`src/rtl/valu_issue_seq.sv`:
```
// Request-side sequencer for the vector ALU: reads both source operands one 64-bit chunk per
// cycle from the VRF and emits the aligned per-chunk ALU request stream.
module valu_issue_seq #(
  parameter int unsigned REQ_DATA_WIDTH    = 64,
  parameter int unsigned REQ_BYTE_EN_WIDTH = REQ_DATA_WIDTH / 8,
  parameter int unsigned REQ_ADDR_WIDTH    = 32,
  parameter int unsigned SEW_WIDTH         = 2,
  parameter int unsigned OPSEL_WIDTH       = 9,
  parameter int unsigned VL_WIDTH          = 11
) (
  input  logic                         clk,
  input  logic                         rst,
  input  logic                         cmd_valid,
  output logic                         cmd_ready,
  input  logic [OPSEL_WIDTH-1:0]       cmd_opSel,
  input  logic [SEW_WIDTH-1:0]         cmd_sew,
  input  logic [VL_WIDTH-1:0]          cmd_vl,
  input  logic [REQ_ADDR_WIDTH-1:0]    cmd_src0_addr,
  input  logic [REQ_ADDR_WIDTH-1:0]    cmd_src1_addr,
  input  logic [REQ_ADDR_WIDTH-1:0]    cmd_dst_addr,
  output logic                         rd_en,
  output logic [REQ_ADDR_WIDTH-1:0]    rd_addr0,
  output logic [REQ_ADDR_WIDTH-1:0]    rd_addr1,
  input  logic                         rd_gnt,
  input  logic [REQ_DATA_WIDTH-1:0]    rd_data0,
  input  logic [REQ_DATA_WIDTH-1:0]    rd_data1,
  output logic [REQ_DATA_WIDTH-1:0]    out_vec0,
  output logic [REQ_DATA_WIDTH-1:0]    out_vec1,
  output logic                         out_valid,
  output logic [SEW_WIDTH-1:0]         out_sew,
  output logic [OPSEL_WIDTH-1:0]       out_opSel,
  output logic [REQ_ADDR_WIDTH-1:0]    out_addr,
  output logic [2:0]                   out_start_idx,
  output logic                         out_req_start,
  output logic                         out_req_end,
  output logic [REQ_BYTE_EN_WIDTH-1:0] out_be
);

  localparam int unsigned BytesWidth = VL_WIDTH + 3;

  typedef enum logic [1:0] {StIdle, StIssue, StWait} state_e;
  state_e state_q, state_d;

  logic [OPSEL_WIDTH-1:0]    opsel_q;
  logic [SEW_WIDTH-1:0]      sew_q;
  logic [REQ_ADDR_WIDTH-1:0] src0_q, src1_q, dst_q;
  logic [2:0]                rem_q;
  logic [VL_WIDTH-1:0]       last_k_q, k_q;

  logic                         p_valid_q, p_start_q, p_end_q;
  logic [REQ_ADDR_WIDTH-1:0]    p_addr_q;
  logic [2:0]                   p_idx_q;
  logic [REQ_BYTE_EN_WIDTH-1:0] p_be_q;

  logic [BytesWidth-1:0]        cmd_bytes;
  logic [VL_WIDTH-1:0]          cmd_chunks;
  logic                         k_last, rd_fire, mask_op;
  logic [REQ_ADDR_WIDTH-1:0]    k_ext, meta_addr;
  logic [2:0]                   meta_idx;
  logic [REQ_BYTE_EN_WIDTH-1:0] be_ones, meta_be;

  assign cmd_bytes  = {3'b000, cmd_vl} << cmd_sew;
  assign cmd_chunks = VL_WIDTH'((cmd_bytes + BytesWidth'(7)) >> 3);

  assign k_last  = (k_q == last_k_q);
  assign rd_fire = rd_en & rd_gnt;
  assign mask_op = opsel_q[OPSEL_WIDTH-1];
  assign k_ext   = REQ_ADDR_WIDTH'(k_q);
  assign be_ones = {REQ_BYTE_EN_WIDTH{1'b1}};

  // Mask ops pack eight chunks' results into one destination word.
  assign meta_addr = dst_q + (mask_op ? (k_ext >> 3) : k_ext);
  assign meta_idx  = mask_op ? k_q[2:0] : 3'b000;
  assign meta_be   = (k_last && rem_q != 3'b000) ? ~(be_ones << rem_q) : be_ones;

  always_ff @(posedge clk) begin
    if (rst) begin
      state_q <= StIdle;
    end else begin
      state_q <= state_d;
    end
  end

  always_comb begin
    state_d = state_q;
    unique case (state_q)
      StIdle:  if (cmd_valid && cmd_chunks != '0) state_d = StIssue;
      StIssue: if (rd_gnt && k_last) state_d = StWait;
      StWait:  state_d = StIdle;
      default: state_d = StIdle;
    endcase
  end

  always_comb begin
    cmd_ready = 1'b0;
    rd_en     = 1'b0;
    rd_addr0  = '0;
    rd_addr1  = '0;
    unique case (state_q)
      StIdle:  cmd_ready = 1'b1;
      StIssue: begin
        rd_en    = 1'b1;
        rd_addr0 = src0_q + k_ext;
        rd_addr1 = src1_q + k_ext;
      end
      default: ;
    endcase
  end

  always_ff @(posedge clk) begin
    if (rst) begin
      opsel_q       <= '0;
      sew_q         <= '0;
      src0_q        <= '0;
      src1_q        <= '0;
      dst_q         <= '0;
      rem_q         <= '0;
      last_k_q      <= '0;
      k_q           <= '0;
      p_valid_q     <= 1'b0;
      p_start_q     <= 1'b0;
      p_end_q       <= 1'b0;
      p_addr_q      <= '0;
      p_idx_q       <= '0;
      p_be_q        <= '0;
      out_valid     <= 1'b0;
      out_vec0      <= '0;
      out_vec1      <= '0;
      out_sew       <= '0;
      out_opSel     <= '0;
      out_addr      <= '0;
      out_start_idx <= '0;
      out_req_start <= 1'b0;
      out_req_end   <= 1'b0;
      out_be        <= '0;
    end else begin
      if (state_q == StIdle && cmd_valid) begin
        opsel_q  <= cmd_opSel;
        sew_q    <= cmd_sew;
        src0_q   <= cmd_src0_addr;
        src1_q   <= cmd_src1_addr;
        dst_q    <= cmd_dst_addr;
        rem_q    <= cmd_bytes[2:0];
        last_k_q <= cmd_chunks - VL_WIDTH'(1);
        k_q      <= '0;
      end else if (rd_fire) begin
        k_q <= k_q + VL_WIDTH'(1);
      end

      // Metadata rides one stage so it lines up with the read data returning next cycle.
      p_valid_q <= rd_fire;
      if (rd_fire) begin
        p_start_q <= (k_q == '0);
        p_end_q   <= k_last;
        p_addr_q  <= meta_addr;
        p_idx_q   <= meta_idx;
        p_be_q    <= meta_be;
      end

      out_valid <= p_valid_q;
      if (p_valid_q) begin
        out_vec0      <= rd_data0;
        out_vec1      <= rd_data1;
        out_sew       <= sew_q;
        out_opSel     <= opsel_q;
        out_addr      <= p_addr_q;
        out_start_idx <= p_idx_q;
        out_req_start <= p_start_q;
        out_req_end   <= p_end_q;
        out_be        <= p_be_q;
      end else begin
        out_vec0      <= '0;
        out_vec1      <= '0;
        out_sew       <= '0;
        out_opSel     <= '0;
        out_addr      <= '0;
        out_start_idx <= '0;
        out_req_start <= 1'b0;
        out_req_end   <= 1'b0;
        out_be        <= '0;
      end
    end
  end

endmodule
```
`config.mk`:
```
export PLATFORM = sky130hd
export DESIGN_NAME = valu_issue_seq
export DESIGN_NICKNAME = d
export VERILOG_FILES = /design/src/rtl/valu_issue_seq.sv
export SDC_FILE = /design/constraint.sdc
export NUM_CORES = 1
export LEC_CHECK = 0
export BUFFER_PORTS_ARGS = -buffer_cell sky130_fd_sc_hd__buf_2
export CELL_PAD_IN_SITES_DETAIL_PLACEMENT = 1
export CELL_PAD_IN_SITES_GLOBAL_PLACEMENT = 1
export CORE_AREA = 2 2 222 224
export DETAILED_ROUTE_END_ITERATION = 10
export DIE_AREA = 0 0 224 226
export PLACE_DENSITY = 0.68
export SYNTH_ARGS = -nofsm -noshare
export SYNTH_HDL_FRONTEND = slang
export SYNTH_SLANG_ARGS = --single-unit
export TNS_END_PERCENT = 100
```
`constraint.sdc`:
```
create_clock -name clk -period 4.6 [get_ports clk]
set_input_delay 0.69 -clock clk [delete_from_list [all_inputs] [get_ports clk]]
set_output_delay 0.69 -clock clk [all_outputs]
set_load 0.02 [all_outputs]
```
==> impl_metrics.py <==
metrics = {
    "status": {
        "status": "complete, no violations",
    },
    "placed_design": {
        "place_area_mm2": 0.0183,
        "numPortBuffers": 500,
        "dp_cells": 2779,
        "hpwl_um": 42300,
        "place.gp.congestion": 0.899,
        "place_ws_ps": 607,
    },
    "floorplanning": {
        "die_area_mm2": 0.0506,
        "die_h_um": 226,
        "io_pins": 501,
        "row_count": 81,
        "core_area_mm2": 0.0483,
        "dieWidth_um": 224,
        "initial_core_util_pct": 31.5,
    },
    "logic_synthesis": {
        "yosys-top-cells-area": "dfxtp_1 48%, and2_1 8.1%, nand2_1 7.4%",
        "yosys.area.top_type": "dfxtp_1",
        "async_flop_share_pct": 0,
        "synth-seq-cells": 365,
        "synthCells": 1746,
        "synth_edf_count": 0,
        "ys_types": 69,
        "synth_nets": 2036,
        "yosys_most_used_dff": "dfxtp_1",
        "yosysSeqAreaShare_pct": 48.0,
        "synth_top_area_share_pct": 48.0,
        "synthTopCellsByCount": "365 x dfxtp_1, 302 x nand2_1, 196 x and2_1, 179 x a21oi_1, 104 x nor2_1",
        "ys_warn_count": 0,
        "yosysMostFrequentCell": "dfxtp_1",
        "syn_area_mm2": 0.0152,
        "synth.avg_cell_area_um2": 8.72,
    },
    "sta": {
        "worst_pin_slew_ps": 1090,
        "skew_ps": 19.8,
        "timing.final.crit_share_pct": 95.4,
        "rsz0062_at_grt": "true",
        "max_freq_mhz": 228,
        "relSlewSlack_pct": 26.9,
        "finalMaxSlewViolations": 0,
        "fin_crit_ps": 4390,
        "setup_ws_ps": 213,
        "hold_slack_ps": 307,
        "setup_viol": 0,
        "hold_violations": 0,
    },
    "layout": {
        "n_fill_cell": 5822,
        "drive_gt1_share_pct": 28.0,
        "fin_area_mm2": 0.0197,
        "num-nets-final": 2492,
        "regArea_mm2": 0.00731,
        "fin_cells": 2868,
        "multi_input_area_mm2": 0.00745,
        "syn2layout_area_growth_pct": 29.6,
    },
    "power_and_ir_drop": {
        "comb_power_share_pct": 9.5,
        "p_seq_share_pct": 44.9,
        "peakVddDrop_v": 0.000243,
        "leakagePower_nw": 8.86,
        "p_int_mw": 5.59,
        "power_switching_mw": 1.92,
        "p_per_area_mw_per_mm2": 381,
        "total_power_mw": 7.51,
        "pwr-share-clk_pct": 45.6,
        "p_sw_share_pct": 25.6,
    },
    "cts": {
        "post_cts_buffers": 0,
        "tritoncts": "yes",
        "clock_sinks": 365,
        "cts-root-buf": "clkbuf_16",
        "path_clk_slew_ps": 60,
        "holdBufCountCts": 0,
        "numCtsBuffers": 43,
        "clk_latency_ps": 580,
        "cts_buffer_depth": 3,
        "htree_levels": 2,
    },
    "route": {
        "num_vias": 14000,
        "drt_pass1_iterations": 5,
        "drc": 0,
        "wl_um": 55100,
        "wire_per_inst_um": 19.2,
        "vias_per_cell": 4.88,
        "drt_iter0_drc": 716,
        "ant_nets": 0,
    },
    "run": {
        "cap_violations": 0,
    },
    "hold_path": {
        "hold_start": "rd_data1[11]",
        "min_delay_path_depth": 2,
        "min_to": "out_vec1[11]$_SDFF_PP0_",
        "min_path_type": "in2reg",
    },
    "global_routing": {
        "grt_max_degree": 125,
        "antenna_found_initial": 30,
        "overflow": 0,
        "grt_first_pass_wirelength_um": 82300,
        "grt_pass1_vias": 14100,
        "track_usage_pct": 21.0,
    },
    "setup_path": {
        "arrival_ps": 3700,
        "crit_type": "reg2out",
        "required_ps": 3910,
        "r2r-end": "p_addr_q[20]$_SDFFE_PP0P_",
        "rrSetupSlack_ps": 1000,
        "end_kind": "primary output",
        "cp-start-kind": "flip-flop",
        "cp_max_fo": 13,
        "reg2reg_from": "opsel_q[8]$_SDFFE_PP0P_",
        "reg2regPathDepth": 10,
    },
}
-- stage by stage --
stage                     utilization [%]  setup TNS (ps)
after floorplan                         -               0
after global placement               37.8               0
after detailed placement             37.8               0
after CTS                            40.7               0
after global routing                 40.8           -34.7
final                                40.8               0
-- critical path, cell delays in order (launching register included) --
cell	delay (ps)
dfxtp_1	350
ha_1	200
inv_1	60
fa_1	370
nor2b_1	170
o21a_1	160
o21ai_1	140
a2111oi_4	470
o31ai_1	150
buf_4	200
or4_1	500
a21oi_1	150
buf_2	190
-- kinds of logic after synthesis --
group	count (synthesis)	synth area share (%)
adders and majority gates	40	3.44
AOI/OAI and AO/OA	331	13.4
muxes	19	1.93
and+or+nand+nor	780	25.3
DFF	365	48.0
buffers and inverters	132	3.39
xor gates and xnor gates	79	4.55
-- flip-flops by register name (all words and copies together) (netlist names), 8 cells and up --
name	cells
dst_q	32
out_opSel	9
src0_q	32
out_vec1	64
opsel_q	9
out_vec0	64
last_k_q	11
p_be_q	8
out_be	8
k_q	11
p_addr_q	32
src1_q	32
out_addr	32
-- layout make-up --
cell class | instances | area share, %
clock buffer | 58 | 6.14
timing repair buffer | 516 | 13.4
sequential | 365 | 37.0
antenna | 13 | 0.165
inverter | 27 | 0.514
clock inverter | 18 | 1.07
tap | 622 | 3.94
multi-input combinational | 1249 | 37.7
-- placed cells by master (no fill, tap or decap), drive strengths merged, types with 10 or more instances in the layout --
cell    Yosys  layout
a211oi     31      31
a21o       13      13
a21oi     179     179
and2      197     197
and3       18      18
buf         9     516
clkbuf     96      58
dfxtp     365     365
diode       0      13
ha         37      37
inv        27      32
mux2       10      10
nand2     302     302
nand2b     12      12
nand3      34      34
nand4      19      19
nor2      104     104
nor3       25      25
o211ai     11      11
o21ai      38      38
or3        21      21
xnor2      40      40
xor2       39      39
-- how the worst max path moves through the flow --
stage / start / to / depth (start not counted)
final: k_q[0]$_SDFFE_PP0P_ / rd_addr1[30] / 12
after global placement: k_q[0]$_SDFFE_PP0P_ / rd_addr1[30] / 12
after CTS: k_q[0]$_SDFFE_PP0P_ / rd_addr1[30] / 12
after global routing: k_q[0]$_SDFFE_PP0P_ / rd_addr1[30] / 12
after floorplan: k_q[0]$_SDFFE_PP0P_ / rd_addr1[26] / 11
after detailed placement: k_q[1]$_SDFFE_PP0P_ / rd_addr0[17] / 9
-- power groups by stage --
stage               clock (mW)  combinational [mW]  sequential (mW)
floorplan                    0               0.430             3.42
global placement             0               0.706             3.43
detailed placement           0               0.722             3.44
CTS                       3.52               0.726             3.37
global route              3.65               0.798             3.38
finish                    3.42               0.716             3.37
-- repair_timing --
item | 4_1_cts | 5_1_grt
pin swaps | 0 | 0
hold endpoints to repair | 0 | 0
resized for setup | 1 | 3
setup endpoints to repair | 4 | 19
-- routing by layer --
metal  vias to the layer above  GRT usage [%]  wire length, µm
met1                      6669           24.4            22400
met4                         6           7.12             1850
met5                         -              0               40
met2                       390           37.5            27500
met3                       121           5.31             3320
li1                       6822              -                -
Note: power is estimated with default switching activity, not from simulation.
